`src/rtl/temporizador_contagem.sv`:
```
// -----------------------------------------------------------------------------
// temporizador_contagem
// BCD MM:SS countdown timer for the microwave controller. Keypad digits shift
// into the display from the right. iniciar starts or resumes the count and
// cancelar pauses or clears it. An open door pauses the count. On reaching
// 00:00 the block pulses fim and holds som high for BEEP_SEG seconds.
//
// Parameters:
//   TICK_DIV  clock cycles per second (>= 2)
//   BEEP_SEG  seconds som stays high after 00:00 (>= 1)
//
// Ports:
//   clk, rst_n          clock, asynchronous active-low reset
//   tecla_valida_i      one-cycle strobe, tecla_i holds a new key
//   tecla_i[3:0]        key value, 0-9 digits, 10-15 ignored
//   iniciar_i           one-cycle start/resume strobe
//   cancelar_i          one-cycle pause/clear strobe
//   porta_i             door open (level)
//   min_dez_o..seg_uni_o  BCD digits MM:SS
//   rodando_o           registered, high while counting
//   luz_o               lamp, door open or counting
//   som_o               beeper
//   fim_o               one-cycle pulse when the count reaches 00:00
//
// Optional feature: define INICIO_RAPIDO_EN to enable quick start. iniciar at
// 00:00 loads 00:30, and iniciar while running adds 30 s, saturating at 99:59.
// -----------------------------------------------------------------------------
// state    | meaning
// ST_IDLE  | digit entry, waiting for iniciar
// ST_RUN   | counting down, motor and heater on
// ST_PAUSE | count frozen (door or cancelar), prescaler held
// ST_DONE  | reached 00:00, beeping for BEEP_SEG seconds
// -----------------------------------------------------------------------------
module temporizador_contagem #(
    parameter int TICK_DIV = 1000,
    parameter int BEEP_SEG = 3
) (
    input  logic       clk,
    input  logic       rst_n,
    input  logic       tecla_valida_i,
    input  logic [3:0] tecla_i,
    input  logic       iniciar_i,
    input  logic       cancelar_i,
    input  logic       porta_i,
    output logic [3:0] min_dez_o,
    output logic [3:0] min_uni_o,
    output logic [3:0] seg_dez_o,
    output logic [3:0] seg_uni_o,
    output logic       rodando_o,
    output logic       luz_o,
    output logic       som_o,
    output logic       fim_o
);

    localparam int PW = $clog2(TICK_DIV);
    localparam int BW = $clog2(BEEP_SEG + 1);
    localparam logic [PW-1:0] PRESC_MAX = PW'(TICK_DIV - 1);
    localparam logic [BW-1:0] BEEP_INI  = BW'(BEEP_SEG);

    typedef enum logic [1:0] {
        ST_IDLE,
        ST_RUN,
        ST_PAUSE,
        ST_DONE
    } estado_t;

    estado_t       state_q, state_d;
    logic [3:0]    md_q, mu_q, sd_q, su_q;
    logic [3:0]    md_d, mu_d, sd_d, su_d;
    logic [PW-1:0] presc_q, presc_d;
    logic [BW-1:0] beep_q, beep_d;
    logic          rodando_q, som_q, som_d, fim_q, fim_d;

    logic          tick;
    logic          tempo_zero;
    logic          digito_ok;
    logic [3:0]    dec_md, dec_mu, dec_sd, dec_su;
    logic          dec_zero;

    assign tick       = (presc_q == PRESC_MAX);
    assign tempo_zero = ({md_q, mu_q, sd_q, su_q} == 16'd0);
    assign digito_ok  = tecla_valida_i && (tecla_i <= 4'd9);

    // One-second BCD decrement. It is only used while the time is nonzero,
    // so the all-zero fall-through never reaches the registers.
    always_comb begin
        dec_md = md_q;
        dec_mu = mu_q;
        dec_sd = sd_q;
        dec_su = su_q;
        if (su_q != 4'd0) begin
            dec_su = su_q - 4'd1;
        end else if (sd_q != 4'd0) begin
            dec_sd = sd_q - 4'd1;
            dec_su = 4'd9;
        end else if (mu_q != 4'd0) begin
            dec_mu = mu_q - 4'd1;
            dec_sd = 4'd5;
            dec_su = 4'd9;
        end else begin
            dec_md = md_q - 4'd1;
            dec_mu = 4'd9;
            dec_sd = 4'd5;
            dec_su = 4'd9;
        end
    end

    assign dec_zero = ({dec_md, dec_mu, dec_sd, dec_su} == 16'd0);

`ifdef INICIO_RAPIDO_EN
    // +30 s applies on top of any decrement that happens in the same cycle.
    // Seconds may hold up to 99, so the sum can carry up to two minutes.
    logic [3:0] base_md, base_mu, base_sd, base_su;
    logic [3:0] add_md, add_mu, add_sd, add_su;
    logic [7:0] seg_bin, min_bin, dig_t;

    assign base_md = tick ? dec_md : md_q;
    assign base_mu = tick ? dec_mu : mu_q;
    assign base_sd = tick ? dec_sd : sd_q;
    assign base_su = tick ? dec_su : su_q;

    always_comb begin
        seg_bin = {4'd0, base_sd} * 8'd10 + {4'd0, base_su} + 8'd30;
        min_bin = {4'd0, base_md} * 8'd10 + {4'd0, base_mu};
        if (seg_bin >= 8'd120) begin
            seg_bin = seg_bin - 8'd120;
            min_bin = min_bin + 8'd2;
        end else if (seg_bin >= 8'd60) begin
            seg_bin = seg_bin - 8'd60;
            min_bin = min_bin + 8'd1;
        end
        if (min_bin > 8'd99) begin
            min_bin = 8'd99;
            seg_bin = 8'd59;
        end
        dig_t  = min_bin / 8'd10;
        add_md = dig_t[3:0];
        dig_t  = min_bin % 8'd10;
        add_mu = dig_t[3:0];
        dig_t  = seg_bin / 8'd10;
        add_sd = dig_t[3:0];
        dig_t  = seg_bin % 8'd10;
        add_su = dig_t[3:0];
    end
`endif

    always_comb begin
        state_d = state_q;
        md_d    = md_q;
        mu_d    = mu_q;
        sd_d    = sd_q;
        su_d    = su_q;
        presc_d = presc_q;
        beep_d  = beep_q;
        som_d   = som_q;
        fim_d   = 1'b0;

        unique case (state_q)
            ST_IDLE: begin
                if (cancelar_i) begin
                    md_d = 4'd0;
                    mu_d = 4'd0;
                    sd_d = 4'd0;
                    su_d = 4'd0;
                end else if (iniciar_i) begin
                    if (!porta_i && !tempo_zero) begin
                        state_d = ST_RUN;
                        presc_d = '0;
                    end
`ifdef INICIO_RAPIDO_EN
                    else if (!porta_i) begin
                        state_d = ST_RUN;
                        presc_d = '0;
                        sd_d    = 4'd3;
                        su_d    = 4'd0;
                    end
`endif
                end else if (digito_ok) begin
                    md_d = mu_q;
                    mu_d = sd_q;
                    sd_d = su_q;
                    su_d = tecla_i;
                end
            end

            ST_RUN: begin
                // The final decrement wins over a door opening or cancel in
                // the same cycle.
                if (tick && dec_zero) begin
                    state_d = ST_DONE;
                    md_d    = 4'd0;
                    mu_d    = 4'd0;
                    sd_d    = 4'd0;
                    su_d    = 4'd0;
                    presc_d = '0;
                    fim_d   = 1'b1;
                    som_d   = 1'b1;
                    beep_d  = BEEP_INI;
                end else if (porta_i || cancelar_i) begin
                    state_d = ST_PAUSE;
                end else begin
                    presc_d = tick ? '0 : presc_q + PW'(1);
`ifdef INICIO_RAPIDO_EN
                    if (iniciar_i) begin
                        md_d = add_md;
                        mu_d = add_mu;
                        sd_d = add_sd;
                        su_d = add_su;
                    end else if (tick) begin
                        md_d = dec_md;
                        mu_d = dec_mu;
                        sd_d = dec_sd;
                        su_d = dec_su;
                    end
`else
                    if (tick) begin
                        md_d = dec_md;
                        mu_d = dec_mu;
                        sd_d = dec_sd;
                        su_d = dec_su;
                    end
`endif
                end
            end

            ST_PAUSE: begin
                if (cancelar_i) begin
                    state_d = ST_IDLE;
                    md_d    = 4'd0;
                    mu_d    = 4'd0;
                    sd_d    = 4'd0;
                    su_d    = 4'd0;
                end else if (iniciar_i && !porta_i) begin
                    state_d = ST_RUN;
                end
            end

            ST_DONE: begin
                presc_d = tick ? '0 : presc_q + PW'(1);
                if (tick && (beep_q != '0)) begin
                    beep_d = beep_q - BW'(1);
                    if (beep_q == BW'(1)) begin
                        som_d = 1'b0;
                    end
                end
                if (cancelar_i || iniciar_i) begin
                    state_d = ST_IDLE;
                    som_d   = 1'b0;
                end else if (digito_ok) begin
                    state_d = ST_IDLE;
                    som_d   = 1'b0;
                    md_d    = 4'd0;
                    mu_d    = 4'd0;
                    sd_d    = 4'd0;
                    su_d    = tecla_i;
                end
            end

            default: begin
                state_d = ST_IDLE;
            end
        endcase
    end

    always_ff @(posedge clk or negedge rst_n) begin
        if (!rst_n) begin
            state_q   <= ST_IDLE;
            md_q      <= 4'd0;
            mu_q      <= 4'd0;
            sd_q      <= 4'd0;
            su_q      <= 4'd0;
            presc_q   <= '0;
            beep_q    <= '0;
            rodando_q <= 1'b0;
            som_q     <= 1'b0;
            fim_q     <= 1'b0;
        end else begin
            state_q   <= state_d;
            md_q      <= md_d;
            mu_q      <= mu_d;
            sd_q      <= sd_d;
            su_q      <= su_d;
            presc_q   <= presc_d;
            beep_q    <= beep_d;
            rodando_q <= (state_d == ST_RUN);
            som_q     <= som_d;
            fim_q     <= fim_d;
        end
    end

    assign min_dez_o = md_q;
    assign min_uni_o = mu_q;
    assign seg_dez_o = sd_q;
    assign seg_uni_o = su_q;
    assign rodando_o = rodando_q;
    assign som_o     = som_q;
    assign fim_o     = fim_q;
    assign luz_o     = porta_i || (state_q == ST_RUN);

endmodule

```
`config.mk`:
```
export PLATFORM = sky130hd
export DESIGN_NAME = temporizador_contagem
export DESIGN_NICKNAME = d
export VERILOG_FILES = /design/src/rtl/temporizador_contagem.sv
export SDC_FILE = /design/constraint.sdc
export NUM_CORES = 1
export LEC_CHECK = 0
export CORE_MARGIN = 5
export CORE_UTILIZATION = 25
export CTS_CLUSTER_DIAMETER = 200
export DETAILED_ROUTE_END_ITERATION = 6
export GPL_ROUTABILITY_DRIVEN = 0
export SYNTH_ARGS = -nofsm -noshare
export SYNTH_HDL_FRONTEND = slang
export SYNTH_SLANG_ARGS = --single-unit
```
`constraint.sdc`:
```
create_clock -name clk -period 3.05 [get_ports clk]
set_input_delay 0.4575 -clock clk [delete_from_list [all_inputs] [get_ports clk]]
set_output_delay 0.4575 -clock clk [all_outputs]
set_load 0.01 [all_outputs]
```
## Word-level counts from Yosys, hierarchy flattened

Cells that the tools add are included.
Widths: inputs -> output; s select.

| storage, ports and cells | value |
|---|---|
| output and inout bits | 20 |
| word-level logic and storage cells | 130 |
| register bits after elaboration | 33 |
| input bits | 10 |

| operators by class | value |
|---|---|
| reductions and logical operators | 24 |
| add/subtract/negate cells | 6 |
| equality and inequality tests | 20 |
| magnitude comparators | 1 |
| mux-type cells | 69 |

Operator list:

| operator | number |
|---|---|
| $mux 4 | 37 |
| $pmux 4 s4 | 4 |
| $mux 10 | 6 |
| $logic_not 16->1 | 2 |
| $pmux 10 s3 | 1 |
| $mux 2 | 11 |
| $ne 2x2->1 const B | 8 |
| $sub 4x1->4 const B | 4 |
| $ne 3x3->1 const B | 4 |
| $reduce_bool 4->1 | 3 |
| $add 10x1->10 const B | 1 |
| $eq 10x10->1 const B | 1 |
| $reduce_and 5->1 | 2 |
| $ne 4x4->1 const B | 2 |
| $pmux 2 s4 | 1 |
| $mux 1 | 7 |
| $reduce_and 7->1 | 1 |
| $eq 2x1->1 const B | 3 |
| $logic_and 1x1->1 | 5 |
| $eq 2x2->1 const B | 2 |
| $le 4x4->1 const B | 1 |
| $pmux 2 s2 | 1 |
| $reduce_and 4->1 | 1 |
| $reduce_bool 2->1 | 2 |
| other kinds (7) | 10 |

## Logic depth before layout (Yosys ltp)

| logic depth | value |
|---|---|
| depth in word-level cells | 9 |
| gate-level depth with buffers | 8 |
| gate-level depth less buffers | 6 |

## Worst setup path before layout

No wires, ideal clock.

| timing path | value |
|---|---|
| kind | reg-to-reg |
| start | register su_q[3], in the netlist seg_uni_o[3] |
| end | register md_q[3], in the netlist min_dez_o[3] |
| setup time | 0.125 ns |
| path buffers | 3 |
| arrival | 2.608 ns |
| stages on the path, launching flop included | 9 |
| required time | 2.925 ns |
| clock period less this slack | 2.732 ns |
| setup slack | 0.318 ns |
| cell sequence | dfrtp_1 buf_6 or3_1 clkbuf_1 or4_4 or3_1 buf_2 a21oi_2 mux2_2 |

| between the ends | value |
|---|---|
| word-level cells in the longest chain between the ends | 6 |
| elaborated cells on any way between the ends | 15 |
| those cells by class | add/sub (1); eq/ne (2); mux (8); reduce/logical (4) |

Ends and longest elaborated chain:

| what | RTL line | source |
|---|---|---|
| start: declaration | 68 | `logic [3:0] md_q, mu_q, sd_q, su_q;` |
| start signal: assignment | 282 | `su_q <= su_d;` |
| $sub 4x1->4 or $reduce_bool 4->1 (tied branches) | 92, 91 |  |
| $mux 4 | 91 | `if (su_q != 4'd0) begin` |
| $logic_not 16->1 or $mux 4 (tied branches) | 108, 216 |  |
| $logic_and 1x1->1 or $mux 4 (tied branches) | 189, 199 |  |
| $ne 3x3->1 (no line) or $mux 4 (tied branches) | - |  |
| $reduce_and 7->1 (no line) or $pmux 4 s4 (tied branches) | - |  |
| end signal: assignment | 279 | `md_q <= md_d;` |
| end: declaration | 68 |  |

Several ways; a longest one is shown, not always the timed one. The select of a mux whose other input is x is not followed.
A chain may end at the register's enable or synchronous reset.

## Worst setup path in the final report

| timing path | value |
|---|---|
| start | register su_q[3], in the netlist seg_uni_o[3] |
| end | register md_q[2], in the netlist min_dez_o[2] |

The elaborated chain is that of the path after synthesis.

==> out/results.ini <==
[cts]
post-cts-setup-buffers=0
root_buffer=clkbuf_8
cts_tree=built
worstSkewPairLatency_ns=0.29
clk_path_buf_depth=2
clk_pin_slew_ns=0.08
htreeDepth=2
cts_sinks=33
cts_resized=0
cts-hold-fix-buffers=0
cts_buffers=5

[power]
ir_drop_uv=277.6
comb_power_share=0.598
clock_power_share=0.123
p_seq_frac=0.279
power_density_nw_per_um2=938.5
switching_share=0.4769
p_sw_mw=1.280
p_int_mw=1.404
p_leak_nw=1.195

[timing]
grt_setup_unrepaired=no
tightest_slew_ns=0.7987
setup_viol=0
hold_violations=0
finalSetupTns_ns=0
slew_violations=0
period_needed_ns=2.861
period_share=0.9382
finClkSkew_ns=0.01080
fmax_mhz=349.5
max_slew_margin=0.4656

[yosys]
synth.net_count=294
synth.distinct_cells=52
synthFlopType=dfrtp_1
ys_ff_latch=33
asyncSetResetFlopFracSynth=1.000
ys_warn_count=0
synth_area_leader_cell=dfrtp_1
ys_seq_area_frac=0.3548
synth_edf_count=0
synth_top_area_frac=0.3548
syn_avg_cell_area_um2=8.341
postSynthCellCount=279
syn_area_um2=2327
netlist_top_cells_area=dfrtp_1, nor2_1, nand2_1, a21oi_1, clkbuf_1

[cells_and_area]
final_common_cell=dfrtp_1
num_antenna_cells=0
most-common-layout-cells=dfrtp_1, clkdlybuf4s50_1, nor2_1, nand2_1
layout-drive-gt1-share=0.1032
area_growth_pct=22.90
nNetsFinal=324
instances_no_fill=421
fin_util=0.3125
n_fill_cell=949

[hold_path]
min-delay-path-class=reg2reg
hp-start=presc_q[1]

[critical_path]
startpoint_type=register
cp_data_arrival_time_ns=3.04
cp_max_fo=11
path_class=reg2reg
worstSetupStartpoint=seg_uni_o[3]
r2r-start=seg_uni_o[3]
end_kind=register
cp.required_ns=3.23

[floorplanning]
die_w_um=106.5
core_area_um2=9153
core.rowCount=35
io_pins=30
die_area_um2=11340
start_util=0.2543
die_h_um=106.5

[global_routing]
antenna_found_initial=0
gr-total-overflow=0
grt_use_total=0.1281
grt_pass1_wl_um=11810
grt_max_degree=34
grt_pass1_vias=2302

[status]
status=completed

[route]
first_pass_iters=4
finalWirelength_um=7080
ant_nets=0
wire_per_inst_um=16.82
drc=0
via_per_inst=5.629
drtIter0Drc=309
vias=2370

[placement]
dpl.cell_count=413
port_buffers=29
hpwlAfterDp_um=5088

[flow_run]
drv_cap=0

[layer usage]
metal	global-route usage	wire, um	vias up
met1	0.1799	3411	1159
met3	0.03764	429	7
li1	-	-	1127
met2	0.1905	3159	77
met5	0	0	-
met4	0.03653	79	0
[critical path: stages, from the launching register on]
cell and delay [ns]:
dfrtp_1 0.39, or3_1 0.49, or4_4 0.56, or3_1 0.57, a21o_1 0.36, a221o_1 0.39
[area by class of cell]
class | count | area [um^2] | area share
clock inverter | 2 | 10.01 | 0.003500
multi-input combinational | 212 | 1358 | 0.4746
timing repair buffer | 45 | 410.4 | 0.1435
tap | 111 | 138.9 | 0.04856
inverter | 12 | 45.04 | 0.01575
sequential | 33 | 825.8 | 0.2887
clock buffer | 6 | 72.57 | 0.02537
[cells in the mapped netlist (3+ instances only)]
library cell and instances:
a211o_1 5, a21oi_1 16, a221o_1 6, a22o_1 5, a22oi_1 4, a32oi_1 3
and3_1 5, clkbuf_1 19, dfrtp_1 33, ha_1 5, inv_1 12, mux2i_1 5
nand2_1 23, nand2b_1 3, nand3_1 10, nand4b_1 4, nor2_1 28, nor3_1 11
nor4_1 7, o21ai_0 13, o22ai_1 8, or2_2 3, or3_1 9
[sequential cells by signal, summed over array words and instances, names as in the netlist]
register,count
beep_q,2
min_uni_o,4
presc_q,10
min_dez_o,4
fim_o,1
rodando_o,1
seg_uni_o,4
state_q,2
seg_dez_o,4
som_o,1
[per-stage QoR]
| stage | cell area, um^2 | setup WS (ns) | hold slack, ns | power (mW) |
|---|---|---|---|---|
| after floorplan | 2327 | 0.3177 | 0.1619 | 1.774 |
| after global placement | 2778 | 0.2731 | 0.5154 | 2.345 |
| after detailed placement | 2778 | 0.2046 | 0.5237 | 2.337 |
| after CTS | 2860 | 0.1937 | 0.5441 | 2.686 |
| after global routing | 2860 | 0.07057 | 0.5842 | 2.909 |
| final | 2860 | 0.1886 | 0.5528 | 2.684 |
[power by group through the flow]
stage          combinational, mW  clock, mW  sequential, mW
2_1_floorplan               1.06          0           0.710
3_3_place_gp                1.60          0           0.749
3_5_place_dp                1.58          0           0.754
4_1_cts                     1.60      0.342           0.747
5_1_grt                     1.77      0.368           0.774
6_report                    1.60      0.330           0.750
[cell families (layout without fill, tap and decap cells)]
logic type,after synthesis,in the layout,synth area share
compound gates,89,89,0.2833
fa+ha+maj,5,5,0.02688
buf+inv,34,65,0.06182
flops,33,33,0.3548
mux,7,7,0.03118
simple gates,111,111,0.2419
[worst paths after layout]
check | endpoint | slack [ns] | depth (start not counted)
max in group asynchronous | state_q[1] | 2.14 | 2
max reg2reg | min_dez_o[2] | 0.19 | 5
min in group asynchronous | seg_uni_o[3] | 0.59 | 2
max | min_dez_o[2] | 0.19 | 5
min | presc_q[1] | 0.55 | 2
min reg2reg | presc_q[1] | 0.55 | 2
(Power assumes the default switching activity.)
